### src/rtl/irq_arb_pkg.sv
// -----------------------------------------------------------------------------
// irq_arb_pkg
// Shared types and helpers for the round-robin interrupt arbiter.
//   state_t        : arbiter FSM states (IDLE, REQ, SERVICE)
//   MCAUSE_INT_BIT : interrupt flag bit of the mcause word
//   rr_pick()      : round-robin search over up to 32 lines; returns
//                    {valid, idx[4:0]} for the first eligible line at or
//                    above ptr, wrapping from n-1 back to 0
// -----------------------------------------------------------------------------
package irq_arb_pkg;

    typedef enum logic [1:0] {
        IDLE    = 2'd0,
        REQ     = 2'd1,
        SERVICE = 2'd2
    } state_t;

    localparam logic [31:0] MCAUSE_INT_BIT = 32'h8000_0000;

    // Walks the lines starting at ptr. ptr < n and the offset < n, so a
    // single conditional subtraction performs the wrap-around modulo n.
    function automatic logic [5:0] rr_pick(input logic [31:0] eligible,
                                           input logic [4:0]  ptr,
                                           input logic [5:0]  n);
        logic       found;
        logic [4:0] idx;
        logic [5:0] cand;
        found = 1'b0;
        idx   = '0;
        for (int i = 0; i < 32; i++) begin
            cand = {1'b0, ptr} + 6'(i);
            if (cand >= n) begin
                cand = cand - n;
            end
            if (!found && (6'(i) < n) && eligible[cand[4:0]]) begin
                found = 1'b1;
                idx   = cand[4:0];
            end
        end
        return {found, idx};
    endfunction

endpackage

### src/rtl/irq_rr_picker.sv
// -----------------------------------------------------------------------------
// irq_rr_picker
// Combinational round-robin selector: masked rotate from ptr_i followed by a
// priority encode, yielding the first eligible line at or above ptr_i.
// Ports:
//   eligible_i [N_IRQ] : lines that are both pending and enabled
//   ptr_i      [IDW]   : round-robin start position
//   valid_o            : at least one eligible line exists
//   idx_o      [IDW]   : index of the selected line (0 when !valid_o)
// -----------------------------------------------------------------------------
module irq_rr_picker
    import irq_arb_pkg::*;
#(
    parameter  int N_IRQ = 16,
    localparam int IDW   = $clog2(N_IRQ)
) (
    input  logic [N_IRQ-1:0] eligible_i,
    input  logic [IDW-1:0]   ptr_i,
    output logic             valid_o,
    output logic [IDW-1:0]   idx_o
);

    logic [5:0] pick;

    assign pick    = rr_pick(32'(eligible_i), 5'(ptr_i), 6'(N_IRQ));
    assign valid_o = pick[5];
    assign idx_o   = IDW'(pick[4:0]);

endmodule

### src/rtl/irq_rr_arbiter.sv
// -----------------------------------------------------------------------------
// irq_rr_arbiter
// Round-robin interrupt arbiter with claim/complete handshake to the core.
// Picks one enabled pending line fairly, holds it stable while requesting,
// tracks it in service until the handler completes, then pulses the line's
// finish bit and advances the round-robin pointer past the served line.
// Ports:
//   clk_i, rst_i (async, active-low)
//   int_req_i [N_IRQ]  peripheral request lines
//   mie_i     [N_IRQ]  per-line enable
//   irq_ack_i          core takes the trap (honoured only in REQ)
//   irq_done_i         handler finished (honoured only in SERVICE)
//   irq_o              interrupt request to the core
//   irq_id_o  [IDW]    winning line index
//   mcause_o  [32]     {1, CAUSE_OFFSET + irq_id_o}
//   int_fin_o [N_IRQ]  one-hot completion pulse
//   busy_o             FSM not idle
// Build option: define IRQ_ARB_EDGE_EN for edge-triggered pending latches;
// otherwise requests are level-sensitive and held by the peripheral.
// -----------------------------------------------------------------------------
module irq_rr_arbiter
    import irq_arb_pkg::*;
#(
    parameter  int N_IRQ        = 16,
    parameter  int CAUSE_OFFSET = 16,
    localparam int IDW          = $clog2(N_IRQ)
) (
    input  logic             clk_i,
    input  logic             rst_i,
    input  logic [N_IRQ-1:0] int_req_i,
    input  logic [N_IRQ-1:0] mie_i,
    input  logic             irq_ack_i,
    input  logic             irq_done_i,
    output logic             irq_o,
    output logic [IDW-1:0]   irq_id_o,
    output logic [31:0]      mcause_o,
    output logic [N_IRQ-1:0] int_fin_o,
    output logic             busy_o
);

    state_t             state_q;
    logic               irq_q;
    logic [IDW-1:0]     id_q;
    logic [N_IRQ-1:0]   fin_q;
    logic [IDW-1:0]     ptr_q;
    logic [IDW-1:0]     ptr_d;
    logic [N_IRQ-1:0]   pending;
    logic [N_IRQ-1:0]   eligible;
    logic [N_IRQ-1:0]   lineMask;
    logic               pickValid;
    logic [IDW-1:0]     pickIdx;

    assign lineMask = N_IRQ'(1) << id_q;

`ifdef IRQ_ARB_EDGE_EN
    logic [N_IRQ-1:0] pending_q;
    logic [N_IRQ-1:0] pending_d;
    logic [N_IRQ-1:0] reqPrev_q;
    logic [N_IRQ-1:0] pendSet;
    logic [N_IRQ-1:0] pendClr;

    // Rising edges set pending independent of mie; the ack of the granted
    // line clears it. Set is OR-ed last so a coincident new edge survives.
    assign pendSet   = int_req_i & ~reqPrev_q;
    assign pendClr   = (state_q == REQ && irq_ack_i) ? lineMask : '0;
    assign pending_d = (pending_q & ~pendClr) | pendSet;
    assign pending   = pending_q;

    always_ff @(posedge clk_i or negedge rst_i) begin
        if (!rst_i) begin
            pending_q <= '0;
            reqPrev_q <= '0;
        end else begin
            pending_q <= pending_d;
            reqPrev_q <= int_req_i;
        end
    end
`else
    assign pending = int_req_i;
`endif

    assign eligible = pending & mie_i;

    irq_rr_picker #(
        .N_IRQ (N_IRQ)
    ) u_picker (
        .eligible_i (eligible),
        .ptr_i      (ptr_q),
        .valid_o    (pickValid),
        .idx_o      (pickIdx)
    );

    // Pointer moves one past the completed line, wrapping at N_IRQ-1.
    assign ptr_d = (id_q == IDW'(N_IRQ - 1)) ? '0 : id_q + 1'b1;

    // Arbitration only happens from IDLE, so a completion always spends one
    // cycle in IDLE before the next request can be raised. Ack is tested
    // before withdrawal so it wins when both occur in the same cycle.
    always_ff @(posedge clk_i or negedge rst_i) begin
        if (!rst_i) begin
            state_q <= IDLE;
            irq_q   <= 1'b0;
            id_q    <= '0;
            fin_q   <= '0;
            ptr_q   <= '0;
        end else begin
            fin_q <= '0;
            case (state_q)
                IDLE: begin
                    if (pickValid) begin
                        state_q <= REQ;
                        irq_q   <= 1'b1;
                        id_q    <= pickIdx;
                    end
                end
                REQ: begin
                    if (irq_ack_i) begin
                        state_q <= SERVICE;
                        irq_q   <= 1'b0;
                    end else if (!eligible[id_q]) begin
                        state_q <= IDLE;
                        irq_q   <= 1'b0;
                    end
                end
                SERVICE: begin
                    if (irq_done_i) begin
                        state_q <= IDLE;
                        fin_q   <= lineMask;
                        ptr_q   <= ptr_d;
                    end
                end
                default: begin
                    state_q <= IDLE;
                    irq_q   <= 1'b0;
                end
            endcase
        end
    end

    assign irq_o     = irq_q;
    assign irq_id_o  = id_q;
    assign int_fin_o = fin_q;
    assign busy_o    = (state_q != IDLE);
    assign mcause_o  = MCAUSE_INT_BIT | {1'b0, 31'(CAUSE_OFFSET + int'(id_q))};

endmodule
### config.mk
export PLATFORM = sky130hd
export DESIGN_NAME = irq_rr_arbiter
export DESIGN_NICKNAME = d
export VERILOG_FILES = /design/src/rtl/irq_arb_pkg.sv /design/src/rtl/irq_rr_picker.sv /design/src/rtl/irq_rr_arbiter.sv
export SDC_FILE = /design/constraint.sdc
export NUM_CORES = 1
export LEC_CHECK = 0
export ABC_CLOCK_PERIOD_IN_PS = 4700
export BUFFER_PORTS_ARGS = -buffer_cell sky130_fd_sc_hd__buf_4
export CELL_PAD_IN_SITES_DETAIL_PLACEMENT = 1
export CELL_PAD_IN_SITES_GLOBAL_PLACEMENT = 2
export CORE_MARGIN = 2
export CORE_UTILIZATION = 32
export DETAILED_ROUTE_END_ITERATION = 8
export PLACE_DENSITY_LB_ADDON = 0.2
export SKIP_CTS_REPAIR_TIMING = 1
export SLEW_MARGIN = 25
export SYNTH_ARGS = -nofsm -noshare
export SYNTH_HDL_FRONTEND = slang
export SYNTH_SLANG_ARGS = --single-unit
### constraint.sdc
create_clock -name clk_i -period 4.7 [get_ports clk_i]
set_input_delay 0.235 -clock clk_i [delete_from_list [all_inputs] [get_ports clk_i]]
set_output_delay 0.235 -clock clk_i [all_outputs]
set_load 0.02 [all_outputs]
After elaboration in Yosys (flattened, before gate mapping) --
Index checks and enable logic that the tools add are counted.
Operators by class: add/sub/neg operators 33, multiply operators 0, divide/modulo/power cells 0, $lt $le $gt $ge 33, eq/ne operators 6, shifts and indexed selects 1, muxes and demuxes 94, bitwise gates (word level) 2, reduce and logical (&&, ||, !) cells 36
Operator list (number):
- $lt A5 B6 Y1 const B | 16
- $ge A6 B5 Y1 const B | 15
- $bmux W1 S5 | 16
- $mux W5 | 16
- $sub A5 B5 Y5 const B | 15
- $mux W4 | 17
- $add A4 B4 Y5 const B | 8
- $mux W1 | 36
- $mux W16 | 2
- $add A4 B3 Y5 const B | 4
- $and A16 B16 Y16 | 1
- $shl A1 B4 Y16 const A | 1
- $logic_and A1 B1 Y1 | 15
- $logic_not A1 Y1 | 15
- $add A4 B2 Y5 const B | 2
- $mux W2 | 4
- $add A5 B4 Y6 const A | 1
- $pmux W2 S3 | 1
- $reduce_and A3 Y1 | 2
- $add A4 B1 Y5 const B | 1
- $ge A4 B5 Y1 const B | 1
- $lt A4 B5 Y1 const B | 1
- $sub A4 B5 Y5 const B | 1
- $add A4 B1 Y4 const B | 1
- 11 further kinds | 13
Storage, ports and cells: register bits 27, latch bits 0, bits in writable memories 0, ROM bits 0, input port bits 36, memories 0

Longest topological paths before layout --
Gate-level depths: netlist of run 1.
depth in word-level cells 52, mapped depth 15, depth with buffers taken out 11

Cells and area by module --
A second synthesis of run 1 with hierarchy kept.
Unflattened totals: cells, all modules 415, area total of the unflattened synthesis 3699.8 um^2
By module, submodules not included:
- irq_rr_picker | instances 1, cells an instance 254, area an instance 2115.8 um^2
- irq_rr_arbiter | instances 1, cells an instance 161, area an instance 1584.0 um^2

Worst setup path before layout of run 1 --
OpenSTA, ideal clock, no wires.
path kind reg-to-reg, start point register ptr_q[1], end point register id_q[0], in the netlist irq_id_o[0], library setup time 66 ps, data arrival time 3816 ps, setup slack 818 ps, stages on the path, launching flop included 14, buffers on the path 3, path through dfrtp_1 buf_2 inv_1 ha_1 inv_1 buf_1 mux4_2 mux2i_1 nand4_1 clkbuf_1 or2_1 or3_1 a32oi_1 o22a_1
Between the ends: word-level cells in the longest chain between the ends 51, elaborated cells between the ends (all ways) 158, classes of those cells add/sub: 31; order compare: 16; mux: 80; reduce/logical: 31
Ends and longest elaborated chain:
- start: declaration | RTL line irq_rr_arbiter.sv:45 | logic [IDW-1:0] ptr_q;
- start signal: assignment | RTL line irq_rr_arbiter.sv:129 | ptr_q <= ptr_d;
- branches (longest 51 deep; another with $add A4 B1 Y5)
- end signal: assignment | RTL line irq_rr_arbiter.sv:113 | id_q <= pickIdx;
- end: declaration | RTL line irq_rr_arbiter.sv:43 | logic [IDW-1:0] id_q;
Several ways; the timed one is not identified. The select of a mux whose other input is x is not followed. A chain may end at the register's enable or synchronous reset.

Worst setup path in the final report of run 1 --
start point register ptr_q[0], end point register id_q[2], in the netlist irq_id_o[2]
The elaborated chain is that of the path after synthesis.

==> results of run 1 <==
[area by class of cell]
cell class / instances / share of cell area
inverter: 12 / 0.0104
clock buffer: 3 / 0.0173
multi-input combinational: 386 / 0.640
sequential: 27 / 0.156
tap: 143 / 0.0413
clock inverter: 1 / 0.00116
timing repair buffer: 77 / 0.134
[cell families (layout without fill, tap and decap cells)]
logic type / count (synthesis) / in the layout
AOI/OAI and AO/OA: 110 / 110
xor gates and xnor gates: 14 / 14
adders and majority gates: 15 / 15
buffers and inverters: 67 / 93
DFF: 27 / 27
muxes: 40 / 40
other: 2 / 28
and+or+nand+nor: 179 / 179
[worst min-delay path by stage]
stage | end | from | slack, ns | cells after the start
floorplan | int_fin_o[0]$_DFF_PN0_ | rst_i | -0.06 | 0
global placement | int_fin_o[10]$_DFF_PN0_ | rst_i | 0.17 | 1
detailed placement | int_fin_o[10]$_DFF_PN0_ | rst_i | 0.17 | 1
CTS | int_fin_o[10]$_DFF_PN0_ | rst_i | -0.11 | 1
global route | state_q[1]$_DFFE_PN0P_ | irq_done_i | 0.17 | 2
finish | state_q[1]$_DFFE_PN0P_ | irq_done_i | 0.18 | 2
[layout by cell type, fill, tap and decap left out, drive strengths merged, types with 15 or more instances in the layout]
master | netlist | layout
a21oi | 28 | 28
buf | 43 | 76
conb | 2 | 28
dfrtp | 27 | 27
ha | 15 | 15
mux4 | 20 | 20
nand2 | 51 | 51
nand3 | 16 | 16
nor2 | 30 | 30
o21ai | 20 | 20
[worst max-delay path, cell delays in order (launching register included)]
cell and delay, ns:
sky130_fd_sc_hd__dfrtp_1 0.50, sky130_fd_sc_hd__inv_1 0.11, sky130_fd_sc_hd__ha_1 0.30, sky130_fd_sc_hd__buf_4 0.20, sky130_fd_sc_hd__inv_1 0.31, sky130_fd_sc_hd__mux4_2 0.61
sky130_fd_sc_hd__mux2_4 0.32, sky130_fd_sc_hd__or4b_4 0.56, sky130_fd_sc_hd__or3_4 0.35, sky130_fd_sc_hd__or3_1 0.35, sky130_fd_sc_hd__o221a_1 0.26, sky130_fd_sc_hd__a31oi_1 0.16
[metrics by stage]
step | cells | setup WS, ns | util | instance area, um^2 | hold WS (ns)
after floorplan | 480 | 0.818 | - | 3860 | -0.0606
after global placement | 644 | 0.730 | 0.370 | 4240 | 0.167
after detailed placement | 644 | 0.599 | 0.370 | 4240 | 0.171
after CTS | 648 | 0.577 | 0.377 | 4320 | -0.115
after global routing | 649 | 0.238 | 0.378 | 4330 | 0.172
final | 649 | 0.585 | 0.378 | 4330 | 0.179
[state kept, by name (all words and copies together), names as in the netlist]
signal	count
ptr_q	4
int_fin_o	16
state_q	2
irq_id_o	4
irq_o	1
[routing by layer]
metal  part of all wire  vias up
met5                  0        -
li1                   -     1767
met4              0.019        0
met1               0.46     1901
met3              0.041       20
met2               0.48      121
==> impl_metrics.json, run 1 <==
{
  "syn2layout_area_growth_pct": 15.2,
  "synth.yosys.warnings": 0,
  "h-tree-depth": 1,
  "worst_r2r_end": "irq_id_o[2]$_DFFE_PN0P_",
  "critPathRequiredTime_ns": 4.88,
  "fillers": 1387,
  "worstSetupStartpointType": "flop",
  "globalplace.congestion": 0.954,
  "tritoncts_sinks": 27,
  "detail_route.vias_per_cell": 5.87,
  "synthSimpleGateAreaFrac": 0.257,
  "grt_use_total": 0.213,
  "synth_ff_type": "sky130_fd_sc_hd__dfrtp_1",
  "fin_tns_setup_ns": 0,
  "place_hpwl_mm": 11.0,
  "tightest_slew_ns": 0.907,
  "root_buffer": "sky130_fd_sc_hd__clkbuf_16",
  "drt_first_pass_iters": 4,
  "ys_ff_latch": 27,
  "final_net_count": 558,
  "initial_utilization": 0.328,
  "end_of_the_critical_path": "irq_id_o[2]$_DFFE_PN0P_",
  "first_global_vias": 3824,
  "ctsLongestPathBuffers": 2,
  "grt_pass1_wl_mm": 21.5,
  "number_of_enable_flip_flop_cells_after_synthesis": 0,
  "synth_async_sr_flop_share": 1.00,
  "slew-limit-headroom": 0.393,
  "netlist_area_before_placement_mm2": 0.00376,
  "critical_path_arrival_ns": 4.29,
  "maxClockFrequency_ghz": 0.243,
  "hold_viol_final": 0,
  "antenna_cells": 0,
  "grt_setup_unrepaired": "false",
  "most_numerous_cell_in_the_yosys_netlist": "sky130_fd_sc_hd__nand2_1",
  "synth-adder-area-share": 0.0499,
  "clock_transition_at_path_regs_ns": 0.07,
  "finalWirelength_mm": 13.6,
  "post_synthesis_xor_xnor_area_fraction": 0.0326,
  "timing.reg2reg.setup_slack_ns": 0.59,
  "path_max_fanout": 12,
  "netlist_top_cells_count": "51 x sky130_fd_sc_hd__nand2_1, 32 x sky130_fd_sc_hd__buf_4, 30 x sky130_fd_sc_hd__nor2_1",
  "grt_max_degree": 45,
  "die_w_um": 112,
  "synth.area.top_cells": "sky130_fd_sc_hd__dfrtp_1 18%, sky130_fd_sc_hd__mux4_2 11%, sky130_fd_sc_hd__buf_4 6.4%, sky130_fd_sc_hd__nand2_1 5.1%, sky130_fd_sc_hd__ha_1 5.0%",
  "num_vias": 3809,
  "busiest_metal_layer_after_global_routing": "met2",
  "max_slew_vio_count": 0,
  "critPathCaptureType": "flop",
  "min_path_type": "in2reg",
  "gr-usage-met1": 0.303,
  "synth_seq_area_share": 0.180,
  "synth_cell_type_count": 68,
  "core_area_mm2": 0.0115,
  "grt_antenna_before_repair": 0,
  "shortest_clock_period_the_worst_path_allows_after_layout_ns": 4.11,
  "dr.first_iter.drc_count": 270,
  "synth_cells": 454,
  "gr-total-overflow": 0,
  "synth_top_area_cell": "sky130_fd_sc_hd__dfrtp_1",
  "die_y_um": 112,
  "main_combinational_cell_family_by_area_after_synthesis": "simple AND/OR/NAND/NOR gates",
  "avgRoutedWirePerCell_um": 21.0,
  "multiInputGateArea_mm2": 0.00277,
  "fp-row-count": 39,
  "die-area_mm2": 0.0126,
  "cts_tree": "built",
  "io_pins": 90,
  "run_status": "complete, no violations",
  "critical_path_class": "reg2reg",
  "final-setup-viol-count": 0,
  "drt_drc_violations_left": 0,
  "cap_viol_max_count": 0,
  "worst_clock_skew_ns": 0.00723,
  "mux_contribution_to_synthesized_area": 0.178,
  "detail-route-antenna-nets": 0,
  "yosysTopAreaCellShare": 0.180,
  "place.port_buffers": 61,
  "share_of_the_clock_period_used_by_the_worst_path_after_layout": 0.875,
  "global_route.usage.met2": 0.358,
  "crit_start": "ptr_q[0]$_DFFE_PN0P_",
  "insertion_delay_ns": 0.26,
  "syn_area_per_cell_um2": 8.28,
  "compound_cell_area_share_of_the_yosys_netlist": 0.192,
  "grt_use_met3": 0.0146,
  "worstReg2RegStart": "ptr_q[0]$_DFFE_PN0P_",
  "cts-buffers-inserted": 3,
  "regArea_um2": 676,
  "ratio_of_cells_with_drive_above_1_in_the_final_layout": 0.225,
  "r2r.worst_path.cells": 11
}
Power of run 1 is not shown: default switching activity piles up to over one toggle a cycle in this logic, so the estimate is an artifact.
==> inputs of run 2 (changes only) <==
==> constraint.sdc (replaced) <==
create_clock -name clk_i -period 4.7 [get_ports clk_i]
set_input_delay 0.94 -clock clk_i [delete_from_list [all_inputs] [get_ports clk_i]]
set_output_delay 0.94 -clock clk_i [all_outputs]
set_load 0.02 [all_outputs]
==> run 2 against run 1 <==
Against the previous run:
- hold slack better by 0.37 ns
- wire length is 4.2% lower
- first-iteration DRC count down 20%
- setup slack improved by 0.0022 ns
- design area increased by 0.29%
- global-route usage decreased by 0.80 points
- utilization rose by 0.11 points
- cell count grew 0.31%
- non-clock buffer count is 2 higher
- sequential share of layout area hardly changed
- highest routed layer unchanged
==> impl_metrics.json, run 2 (same netlist as run 1, synthesis figures left out) <==
{
  "path_buf_inv": 2,
  "first_global_vias": 3819,
  "die-area_mm2": 0.0126,
  "final-setup-viol-count": 0,
  "fp-row-count": 39,
  "avgRoutedWirePerCell_um": 20.1,
  "critPathSlowestCell": "sky130_fd_sc_hd__xor2_1",
  "h-tree-depth": 1,
  "place.port_buffers": 61,
  "min_path_type": "reg2reg",
  "fillers": 1400,
  "clock_transition_at_path_regs_ns": 0.07,
  "grt_pass1_wl_mm": 20.8,
  "critPathRequiredTime_ns": 4.88,
  "place_hpwl_mm": 10.7,
  "worstPathCellList": "buf_4 -> inv_1 -> ha_1 -> xor2_1 -> o2111ai_1 -> a41oi_1 -> a21oi_1 -> or4b_4 -> or3_4 -> or3_1 -> o221a_1 -> a31oi_1",
  "run_status": "complete, no violations",
  "worstSetupStartpointType": "flop",
  "initial_utilization": 0.328,
  "leading_cell_type_in_the_layout_fill_and_taps_excluded": "sky130_fd_sc_hd__buf_4",
  "tightest_slew_ns": 0.918,
  "ratio_of_cells_with_drive_above_1_in_the_final_layout": 0.230,
  "critical-path-top-delay-family": "simple AND/OR/NAND/NOR gates",
  "critical_path_class": "reg2reg",
  "share_of_the_clock_period_used_by_the_worst_path_after_layout": 0.875,
  "detail-route-antenna-nets": 0,
  "antenna_cells": 0,
  "root_buffer": "sky130_fd_sc_hd__clkbuf_16",
  "dr.first_iter.drc_count": 217,
  "syn2layout_area_growth_pct": 15.5,
  "insertion_delay_ns": 0.26,
  "die_y_um": 112,
  "drt_first_pass_iters": 4,
  "fin_tns_setup_ns": 0,
  "gr-total-overflow": 0,
  "die_w_um": 112,
  "worst_clock_skew_ns": 0.00529,
  "maxClockFrequency_ghz": 0.243,
  "grt_max_degree": 30,
  "critical_path_arrival_ns": 4.29,
  "final_net_count": 560,
  "slew-limit-headroom": 0.386,
  "grt_antenna_before_repair": 0,
  "critPathCaptureType": "flop",
  "tritoncts_sinks": 27,
  "cap_viol_max_count": 0,
  "grt_setup_unrepaired": "false",
  "core_area_mm2": 0.0115,
  "max_slew_vio_count": 0,
  "cts_tree": "built",
  "ctsLongestPathBuffers": 2,
  "largest_reg_flops": 16,
  "num_vias": 3743,
  "grt_use_total": 0.205,
  "shortest_clock_period_the_worst_path_allows_after_layout_ns": 4.11,
  "detail_route.vias_per_cell": 5.75,
  "cpPeakStageDelay_ns": 0.59,
  "hold_viol_final": 0,
  "drt_drc_violations_left": 0,
  "layout.cells.most_common_list": "79 x sky130_fd_sc_hd__buf_4, 51 x sky130_fd_sc_hd__nand2_1, 30 x sky130_fd_sc_hd__nor2_1",
  "globalplace.congestion": 0.929,
  "cts-buffers-inserted": 3,
  "path_max_fanout": 10,
  "io_pins": 90,
  "finalWirelength_mm": 13.1
}
==> run 2: final cells by class <==
cell class / count / area, um^2 / area share
inverter: 12 / 45.0 / 0.0104
clock buffer: 3 / 75.1 / 0.0173
tap: 143 / 179 / 0.0412
timing repair buffer: 79 / 593 / 0.137
multi-input combinational: 386 / 2770 / 0.638
clock inverter: 1 / 5.00 / 0.00115
sequential: 27 / 676 / 0.156
==> run 2: final timing paths <==
path                                         from                 endpoint  slack (ns)  depth (start not counted)
min reg2reg                state_q[1]$_DFFE_PN0P_   state_q[1]$_DFFE_PN0P_        0.55                          1
max                          ptr_q[1]$_DFFE_PN0P_  irq_id_o[2]$_DFFE_PN0P_        0.59                         12
max in group asynchronous                   rst_i  irq_id_o[1]$_DFFE_PN0P_        3.85                          1
min in group asynchronous                   rst_i   int_fin_o[9]$_DFF_PN0_        0.58                          1
min                        state_q[1]$_DFFE_PN0P_   state_q[1]$_DFFE_PN0P_        0.55                          1
max reg2reg                  ptr_q[1]$_DFFE_PN0P_  irq_id_o[2]$_DFFE_PN0P_        0.59                         12
==> run 2: through the flow <==
step | instance area (um^2) | std cells | worst slack [ns] | hold slack [ns] | utilization
final | 4340 | 651 | 0.587 | 0.548 | 0.379
after detailed placement | 4260 | 647 | 0.636 | 0.538 | 0.372
after global placement | 4260 | 647 | 0.658 | 0.518 | 0.372
after global routing | 4340 | 651 | 0.314 | 0.573 | 0.379
after floorplan | 3860 | 480 | 0.818 | 0.482 | -
after CTS | 4340 | 651 | 0.623 | 0.549 | 0.379
==> run 2: routing by layer <==
| layer | track usage | part of all wire | up-vias |
|---|---|---|---|
| li1 | - | - | 1764 |
| met1 | 0.296 | 0.46 | 1867 |
| met2 | 0.342 | 0.49 | 98 |
| met3 | 0.0189 | 0.042 | 14 |
| met4 | 0.0317 | 0.012 | 0 |
| met5 | 0 | 0 | - |
Power of run 2 is left out for the same reason.
